[src/rtl/muldiv_sequencer_if.sv]
// Handshake and result bus between the EX-stage control unit and the
// multi-cycle multiply/divide sequencer that owns HI/LO.
interface muldiv_sequencer_if #(parameter int WIDTH = 32);
    logic             start;
    logic [1:0]       op;
    logic [WIDTH-1:0] a;
    logic [WIDTH-1:0] b;
    logic             stall;
    logic             busy;
    logic             done;
    logic             div_by_zero;
    logic [WIDTH-1:0] hi;
    logic [WIDTH-1:0] lo;

    modport master (
        output start, op, a, b,
        input  stall, busy, done, div_by_zero, hi, lo
    );

    modport slave (
        input  start, op, a, b,
        output stall, busy, done, div_by_zero, hi, lo
    );
endinterface

[src/rtl/muldiv_sequencer.sv]
// Fixed-latency (WIDTH+2 cycle) MULT/MULTU/DIV/DIVU sequencer owning HI/LO.
// Iterates on magnitudes, then sign-corrects once in FIX.
module muldiv_sequencer #(
    parameter int WIDTH = 32
) (
    input  logic               clk,
    input  logic               rst,
    muldiv_sequencer_if.slave  bus
);
    localparam logic [1:0] S_IDLE = 2'd0;
    localparam logic [1:0] S_RUN  = 2'd1;
    localparam logic [1:0] S_FIX  = 2'd2;
    localparam logic [1:0] S_DONE = 2'd3;
    localparam logic [5:0] LAST   = 6'(WIDTH - 1);

    logic [1:0]       state;
    logic [5:0]       cnt;
    logic [1:0]       op_q;
    logic [WIDTH-1:0] acc_hi, acc_lo, mag_b, a_raw;
    logic             neg_q, neg_r, bz;

    logic             accept;
    logic [WIDTH-1:0] a_mag, b_mag;
    logic [WIDTH:0]   mul_sum;
    logic [WIDTH:0]   div_sh;
    logic             div_ge;
    logic [WIDTH-1:0] div_sub;
    logic [2*WIDTH-1:0] prod, prod_fix;
    logic [WIDTH-1:0] q_fix, r_fix;
    logic             signed_op;

    assign accept    = bus.start & (state == S_IDLE | state == S_DONE);
    assign bus.stall = accept | bus.busy;

    // op[0]==0 selects the signed variants (MULT, DIV)
    assign a_mag = (~bus.op[0] & bus.a[WIDTH-1]) ? -bus.a : bus.a;
    assign b_mag = (~bus.op[0] & bus.b[WIDTH-1]) ? -bus.b : bus.b;

    assign mul_sum = {1'b0, acc_hi} + {1'b0, (acc_lo[0] ? mag_b : '0)};
    assign div_sh  = {acc_hi, acc_lo[WIDTH-1]};
    assign div_ge  = div_sh >= {1'b0, mag_b};
    // when div_ge holds the true difference is < mag_b, so the low bits suffice
    assign div_sub = div_sh[WIDTH-1:0] - mag_b;

    assign signed_op = ~op_q[0];
    assign prod      = {acc_hi, acc_lo};
    assign prod_fix  = (signed_op & neg_q) ? -prod : prod;
    assign q_fix     = (signed_op & neg_q) ? -acc_lo : acc_lo;
    assign r_fix     = (signed_op & neg_r) ? -acc_hi : acc_hi;

    always_ff @(posedge clk or posedge rst) begin
        if (rst) begin
            state           <= S_IDLE;
            cnt             <= '0;
            op_q            <= '0;
            acc_hi          <= '0;
            acc_lo          <= '0;
            mag_b           <= '0;
            a_raw           <= '0;
            neg_q           <= 1'b0;
            neg_r           <= 1'b0;
            bz              <= 1'b0;
            bus.busy        <= 1'b0;
            bus.done        <= 1'b0;
            bus.div_by_zero <= 1'b0;
            bus.hi          <= '0;
            bus.lo          <= '0;
        end else begin
            bus.done        <= 1'b0;
            bus.div_by_zero <= 1'b0;
            case (state)
                S_IDLE, S_DONE: begin
                    if (accept) begin
                        state    <= S_RUN;
                        bus.busy <= 1'b1;
                        cnt      <= '0;
                        op_q     <= bus.op;
                        acc_hi   <= '0;
                        acc_lo   <= a_mag;
                        mag_b    <= b_mag;
                        a_raw    <= bus.a;
                        neg_q    <= bus.a[WIDTH-1] ^ bus.b[WIDTH-1];
                        neg_r    <= bus.a[WIDTH-1];
                        bz       <= (bus.b == '0);
                    end else begin
                        state <= S_IDLE;
                    end
                end
                S_RUN: begin
                    if (op_q[1]) begin
                        acc_hi <= div_ge ? div_sub : div_sh[WIDTH-1:0];
                        acc_lo <= {acc_lo[WIDTH-2:0], div_ge};
                    end else begin
                        {acc_hi, acc_lo} <= {mul_sum, acc_lo[WIDTH-1:1]};
                    end
                    cnt <= cnt + 6'd1;
                    if (cnt == LAST)
                        state <= S_FIX;
                end
                S_FIX: begin
                    if (!op_q[1]) begin
                        bus.hi <= prod_fix[2*WIDTH-1:WIDTH];
                        bus.lo <= prod_fix[WIDTH-1:0];
                    end else if (bz) begin
                        bus.hi          <= a_raw;
                        bus.lo          <= '1;
                        bus.div_by_zero <= 1'b1;
                    end else begin
                        bus.hi <= r_fix;
                        bus.lo <= q_fix;
                    end
                    bus.busy <= 1'b0;
                    bus.done <= 1'b1;
                    state    <= S_DONE;
                end
                default: state <= S_IDLE;
            endcase
        end
    end
endmodule

[src/flat_wrapper.sv]
// flat-port wrapper written by rule: the top's interface ports become plain ports
module muldiv_sequencer_flat 
#(
    parameter int WIDTH = 32
)
  (clk, rst, bus_start, bus_op, bus_a, bus_b, bus_stall, bus_busy, bus_done, bus_div_by_zero, bus_hi, bus_lo);
  muldiv_sequencer_if #(.WIDTH(WIDTH)) bus_i ();
  input  logic clk;
  input  logic rst;
  input wire logic [$bits(bus_i.start)-1:0] bus_start;
  input wire logic [$bits(bus_i.op)-1:0] bus_op;
  input wire logic [$bits(bus_i.a)-1:0] bus_a;
  input wire logic [$bits(bus_i.b)-1:0] bus_b;
  output wire logic [$bits(bus_i.stall)-1:0] bus_stall;
  output wire logic [$bits(bus_i.busy)-1:0] bus_busy;
  output wire logic [$bits(bus_i.done)-1:0] bus_done;
  output wire logic [$bits(bus_i.div_by_zero)-1:0] bus_div_by_zero;
  output wire logic [$bits(bus_i.hi)-1:0] bus_hi;
  output wire logic [$bits(bus_i.lo)-1:0] bus_lo;
  assign bus_i.start = bus_start;
  assign bus_i.op = bus_op;
  assign bus_i.a = bus_a;
  assign bus_i.b = bus_b;
  assign bus_stall = bus_i.stall;
  assign bus_busy = bus_i.busy;
  assign bus_done = bus_i.done;
  assign bus_div_by_zero = bus_i.div_by_zero;
  assign bus_hi = bus_i.hi;
  assign bus_lo = bus_i.lo;
  muldiv_sequencer #(.WIDTH(WIDTH)) u_core (.clk(clk), .rst(rst), .bus(bus_i));
endmodule
[config.mk]
export PLATFORM = sky130hd
export DESIGN_NAME = muldiv_sequencer_flat
export DESIGN_NICKNAME = d
export VERILOG_FILES = /design/src/rtl/muldiv_sequencer_if.sv /design/src/rtl/muldiv_sequencer.sv /design/src/flat_wrapper.sv
export SDC_FILE = /design/constraint.sdc
export NUM_CORES = 1
export LEC_CHECK = 0
export CORE_MARGIN = 1.5
export CORE_UTILIZATION = 55
export DETAILED_ROUTE_END_ITERATION = 12
export HOLD_SLACK_MARGIN = 0.08
export PLACE_DENSITY_LB_ADDON = 0.15
export SYNTH_ARGS = -nofsm -noshare
export SYNTH_HDL_FRONTEND = slang
export SYNTH_SLANG_ARGS = --single-unit
[constraint.sdc]
create_clock -name clk -period 16.7 [get_ports clk]
set_input_delay 4.175 -clock clk [delete_from_list [all_inputs] [get_ports clk]]
set_output_delay 4.175 -clock clk [all_outputs]
set_load 0.01 [all_outputs]
==> report_table.html <==
<table>
<tr><th>Metric</th><th>Value</th></tr>
<tr><th colspan="2">Floorplan</th></tr>
<tr><td>Number of primary I/O pins</td><td>137</td></tr>
<tr><td>Die extent in y</td><td>175 µm</td></tr>
<tr><td>Initial Util</td><td>0.564</td></tr>
<tr><td>Horiz. Die Dim</td><td>approximately 180 µm</td></tr>
<tr><td>Core ar.</td><td>28900 µm²</td></tr>
<tr><td>DIE AREA</td><td>30700 µm²</td></tr>
<tr><td>Placement row count</td><td>62</td></tr>
<tr><th colspan="2">Synth</th></tr>
<tr><td>Count of distinct cell types in the synthesized netlist</td><td>76</td></tr>
<tr><td>Commonest register cell after synthesis</td><td>sky130_fd_sc_hd__dfrtp_1</td></tr>
<tr><td>Yosys warnings</td><td>0</td></tr>
<tr><td>Post-synthesis instance area</td><td>16300 µm²</td></tr>
<tr><td>Register area share after synthesis</td><td>0.318</td></tr>
<tr><td>Syn Inst Count</td><td>2020</td></tr>
<tr><td>Avg Cell Area, Syn</td><td>8.07 µm²</td></tr>
<tr><td>#FFs+latches synth</td><td>207</td></tr>
<tr><td>Synthesized net count</td><td>2162</td></tr>
<tr><td>Proportion of synthesized flip-flops having asynchronous set or reset</td><td>1.00</td></tr>
<tr><td>EDFF count, synth</td><td>0</td></tr>
<tr><th colspan="2">Routing</th></tr>
<tr><td>Router iterations before antenna repair</td><td>5</td></tr>
<tr><td>Number of nets still failing antenna checks after routing</td><td>0</td></tr>
<tr><td>DR vias/cell</td><td>between 6 and 7</td></tr>
<tr><td>Detailed-route via count</td><td>15.1k</td></tr>
<tr><td>Sum of routed wire length over all layers</td><td>50.4 mm</td></tr>
<tr><td>Drt initial violations</td><td>around 1.0k</td></tr>
<tr><td>Remaining DRCs</td><td>0</td></tr>
<tr><td>Wire length per cell after detailed routing</td><td>20.4 µm</td></tr>
<tr><th colspan="2">Clock tree</th></tr>
<tr><td>CTS HTree Levels</td><td>1</td></tr>
<tr><td>Clk pin slew, worst setup/hold paths</td><td>0.06 ns</td></tr>
<tr><td>Clock Tree Root</td><td>sky130_fd_sc_hd__clkbuf_16</td></tr>
<tr><td>Clock Latency Late Sink</td><td>roughly 0.54 ns</td></tr>
<tr><td>Clock tree from TritonCTS</td><td>built</td></tr>
<tr><td>TritonCTS Buffers</td><td>25</td></tr>
<tr><td>Clk sinks</td><td>207</td></tr>
<tr><td>CTS resizes</td><td>0</td></tr>
<tr><td>Max Buffers Root-to-Sink</td><td>3</td></tr>
<tr><td>Post-cts hold buffer count</td><td>0</td></tr>
<tr><td>Buffers inserted by post-CTS timing repair</td><td>0</td></tr>
<tr><th colspan="2">Power and ir drop</th></tr>
<tr><td>Sequential fraction of design power</td><td>0.248</td></tr>
<tr><td>Pwr dens</td><td>about 240 nW/µm²</td></tr>
<tr><td>Switching share of power</td><td>0.497</td></tr>
<tr><td>Leak pwr</td><td>approximately 8.2 nW</td></tr>
<tr><td>Proportion of power drawn by combinational gates</td><td>0.628</td></tr>
<tr><td>Final total power</td><td>approximately 4.4 mW</td></tr>
<tr><td>Worst vdd rail ir drop</td><td>106 µV</td></tr>
<tr><td>Switching component of the power</td><td>approximately 2.2 mW</td></tr>
<tr><td>Internal power summed over all cells</td><td>about 2.2 mW</td></tr>
<tr><td>Part of the total power dissipated in the clock network</td><td>0.124</td></tr>
<tr><th colspan="2">Placement</th></tr>
<tr><td>RD Place Congestion</td><td>a little under 1</td></tr>
<tr><td>Cell count after placement</td><td>2424</td></tr>
<tr><td>Number of I/O port buffers</td><td>136</td></tr>
<tr><td>HPWL reported at the end of detailed placement</td><td>37.2 mm</td></tr>
<tr><th colspan="2">Worst setup path</th></tr>
<tr><td>Critical path required time</td><td>12.52 ns</td></tr>
<tr><td>Endpoint kind of the worst setup timing path</td><td>output pin</td></tr>
<tr><td>Cell occurring most often along the worst timing path</td><td>sky130_fd_sc_hd__clkdlybuf4s50_1</td></tr>
<tr><td>Reg-to-reg setup timing slack</td><td>12.48 ns</td></tr>
<tr><td>Crit path launch type</td><td>primary input</td></tr>
<tr><td>Crit-path max cell delay</td><td>between 0.5 and 0.6 ns</td></tr>
<tr><td>Slowest stage cell, crit path</td><td>sky130_fd_sc_hd__clkdlybuf4s50_1</td></tr>
<tr><td>CP Max Fanout</td><td>slightly above 50</td></tr>
<tr><td>Crit path DAT</td><td>around 6.0 ns</td></tr>
<tr><td>Worst Path Class, Setup</td><td>in2out</td></tr>
<tr><td>Sequence of cells on the critical path</td><td>clkdlybuf4s50_1, nand2_4, nand2_1, clkdlybuf4s50_1</td></tr>
<tr><td>Cell class contributing the biggest share of worst-path delay</td><td>buffers and inverters</td></tr>
<tr><td>Buf/Inv on CP</td><td>2</td></tr>
<tr><th colspan="2">Timing</th></tr>
<tr><td>Period minus WS final</td><td>between 10 and 15 ns</td></tr>
<tr><td>Total negative setup slack</td><td>0 ns</td></tr>
<tr><td>Pin slew with the least headroom to its limit</td><td>1.09 ns</td></tr>
<tr><td>Slew Limit Fails</td><td>0</td></tr>
<tr><td>Unrepaired setup endpoints after global routing</td><td>no</td></tr>
<tr><td>Maximum achievable frequency</td><td>0.0988 GHz</td></tr>
<tr><td>Final setup viols</td><td>0</td></tr>
<tr><td>Final worst-path cycle share</td><td>0.606</td></tr>
<tr><td>Slew HR</td><td>0.271</td></tr>
<tr><td>Final hold vios</td><td>0</td></tr>
<tr><td>Hold_ws</td><td>0.477 ns</td></tr>
<tr><td>Clk_skew</td><td>0.00991 ns</td></tr>
<tr><th colspan="2">Layout</th></tr>
<tr><td>Area used by multi-input combinational logic</td><td>10400 µm²</td></tr>
<tr><td>Layout area overhead</td><td>14.3%</td></tr>
<tr><td>Filler cell count</td><td>between 2k and 3k</td></tr>
<tr><td>Most common cell after layout, fill and taps aside</td><td>sky130_fd_sc_hd__nand2_1</td></tr>
<tr><td>Post-layout instance count excluding filler cells</td><td>2468</td></tr>
<tr><td>Final Net Count</td><td>approximately 2.2k</td></tr>
<tr><td>Commonest non-fill, non-tap cells in the layout</td><td>sky130_fd_sc_hd__nand2_1 (214), sky130_fd_sc_hd__dfrtp_1 (205), sky130_fd_sc_hd__nor2_1 (200)</td></tr>
<tr><td>Total area of sequential cells</td><td>approximately 5200 µm²</td></tr>
<tr><td>Final cell utilization of the core</td><td>0.644</td></tr>
<tr><td>Inserted Diodes</td><td>0</td></tr>
<tr><td>Share of cells above drive strength 1</td><td>0.0629</td></tr>
<tr><th colspan="2">Min path</th></tr>
<tr><td>Type of the most critical hold path</td><td>reg2reg</td></tr>
<tr><th colspan="2">Run status</th></tr>
<tr><td>Outcome</td><td>completed</td></tr>
<tr><th colspan="2">Global route</th></tr>
<tr><td>Pin count of the biggest net entering global routing</td><td>between 100 and 150</td></tr>
<tr><td>Overflow left after global routing</td><td>0</td></tr>
<tr><td>Wire length of the first global-routing pass</td><td>80.3 mm</td></tr>
<tr><td>Vias in the first global route</td><td>14.6k</td></tr>
<tr><td>Overall fraction of global-route tracks in use</td><td>0.329</td></tr>
<tr><td>Number of antenna violations at the first check in global routing</td><td>0</td></tr>
<tr><th colspan="2">Flow run</th></tr>
<tr><td>Max-cap violation count</td><td>0</td></tr>
</table>
==> registers in the layout, summed over array words and instances, names as in the netlist, 6 cells and up <==
| name | cells |
|---|---|
| u_core.mag_b | 32 |
| u_core.cnt | 6 |
| u_core.acc_lo | 32 |
| u_core.bus.hi | 32 |
| u_core.a_raw | 31 |
| u_core.bus.lo | 32 |
| u_core.acc_hi | 32 |
==> metal layers <==
layer / up-vias / share of wire / global-route usage
met4: 0 / 0.049 / 0.149
li1: 7230 / - / -
met2: 537 / 0.46 / 0.553
met3: 129 / 0.056 / 0.0331
met1: 7172 / 0.43 / 0.430
met5: - / 0 / 0
==> final cells by class <==
type | count | share of cell area
clock buffers | 32 | 0.0387
clock inverters | 12 | 0.00537
inverters | 81 | 0.0167
multi-input cells | 1601 | 0.556
flip-flops and latches | 207 | 0.278
well taps | 384 | 0.0258
repair buffers | 151 | 0.0791
==> worst paths after layout <==
check / start / endpoint / cells past startpoint
worst max-delay path: bus_start / bus_stall / 4
worst min-delay path: u_core.bus.hi[30] / u_core.bus.hi[30] / 1
worst max register to register: u_core.acc_lo[0] / u_core.acc_hi[30] / 13
worst min register to register: u_core.bus.hi[30] / u_core.bus.hi[30] / 1
max in group asynchronous: rst / u_core.op_q[1] / 3
min in group asynchronous: rst / u_core.bus.hi[9] / 2
==> Yosys cell counts, types with 11 or more instances <==
| cell type | instances | area share |
|---|---|---|
| sky130_fd_sc_hd__nand2_1 | 215 | 0.049 |
| sky130_fd_sc_hd__dfrtp_1 | 207 | 0.32 |
| sky130_fd_sc_hd__nor2_1 | 200 | 0.046 |
| sky130_fd_sc_hd__a21oi_1 | 191 | 0.059 |
| sky130_fd_sc_hd__o21ai_0 | 187 | 0.057 |
| sky130_fd_sc_hd__clkbuf_1 | 115 | 0.026 |
| sky130_fd_sc_hd__xor2_1 | 111 | 0.060 |
| sky130_fd_sc_hd__xnor2_1 | 93 | 0.050 |
| sky130_fd_sc_hd__inv_1 | 80 | 0.018 |
| sky130_fd_sc_hd__ha_1 | 71 | 0.054 |
| sky130_fd_sc_hd__mux2i_1 | 66 | 0.041 |
| sky130_fd_sc_hd__a21o_1 | 40 | 0.018 |
| sky130_fd_sc_hd__mux2_2 | 39 | 0.027 |
| sky130_fd_sc_hd__nor3_1 | 32 | 0.0098 |
| sky130_fd_sc_hd__o211ai_1 | 29 | 0.013 |
| sky130_fd_sc_hd__nand3_1 | 27 | 0.0083 |
| sky130_fd_sc_hd__a31oi_1 | 24 | 0.0092 |
| sky130_fd_sc_hd__o31ai_1 | 21 | 0.0097 |
| sky130_fd_sc_hd__or3_1 | 18 | 0.0069 |
| sky130_fd_sc_hd__nand2b_1 | 17 | 0.0065 |
| sky130_fd_sc_hd__nor4_1 | 16 | 0.0061 |
| sky130_fd_sc_hd__nand4_1 | 15 | 0.0058 |
| sky130_fd_sc_hd__nor2b_1 | 14 | 0.0054 |
| sky130_fd_sc_hd__a211oi_1 | 13 | 0.0060 |
| sky130_fd_sc_hd__o21a_1 | 13 | 0.0060 |
| sky130_fd_sc_hd__or4_1 | 13 | 0.0060 |
| sky130_fd_sc_hd__o21ai_1 | 11 | 0.0034 |
| sky130_fd_sc_hd__o21bai_1 | 11 | 0.0051 |
| sky130_fd_sc_hd__o41ai_1 | 11 | 0.0059 |
==> worst register-to-register path: stages (launching register included) <==
cell and delay, ns:
sky130_fd_sc_hd__dfrtp_1 0.49, sky130_fd_sc_hd__inv_1 0.12, sky130_fd_sc_hd__buf_4 0.40, sky130_fd_sc_hd__nor2_1 0.11, sky130_fd_sc_hd__ha_1 0.37, sky130_fd_sc_hd__a21oi_1 0.23
sky130_fd_sc_hd__o21ai_0 0.13, sky130_fd_sc_hd__o21ai_0 0.55, sky130_fd_sc_hd__a211oi_1 0.24, sky130_fd_sc_hd__o32ai_1 0.50, sky130_fd_sc_hd__o21ai_0 0.30, sky130_fd_sc_hd__o221ai_1 0.31
sky130_fd_sc_hd__mux2i_1 0.12, sky130_fd_sc_hd__a32o_1 0.25
==> through the flow <==
stage	setup slack (ns)	area [µm²]
after global placement	6.58	17800
final	6.58	18600
after floorplan	6.87	16300
after global routing	6.46	18600
after detailed placement	6.56	17800
after CTS	6.56	18600
==> cells by family after synthesis <==
group | after synthesis | synth area share
mux | 105 | 0.0674
fa+ha+maj | 73 | 0.0569
compound gates | 609 | 0.226
xor+xnor | 204 | 0.110
flops | 207 | 0.318
buf+inv | 212 | 0.0499
simple gates | 610 | 0.173
==> power by group through the flow <==
stage	Clock (mW)	Sequential [mW]	Combinational, mW
6_report	0.546	1.10	2.77
2_1_floorplan	0	0.936	2.06
5_1_grt	0.573	1.13	3.07
4_1_cts	0.553	1.08	2.74
3_3_place_gp	0	1.08	2.69
3_5_place_dp	0	1.09	2.73
No activity file was read; power rests on OpenSTA's default activity.
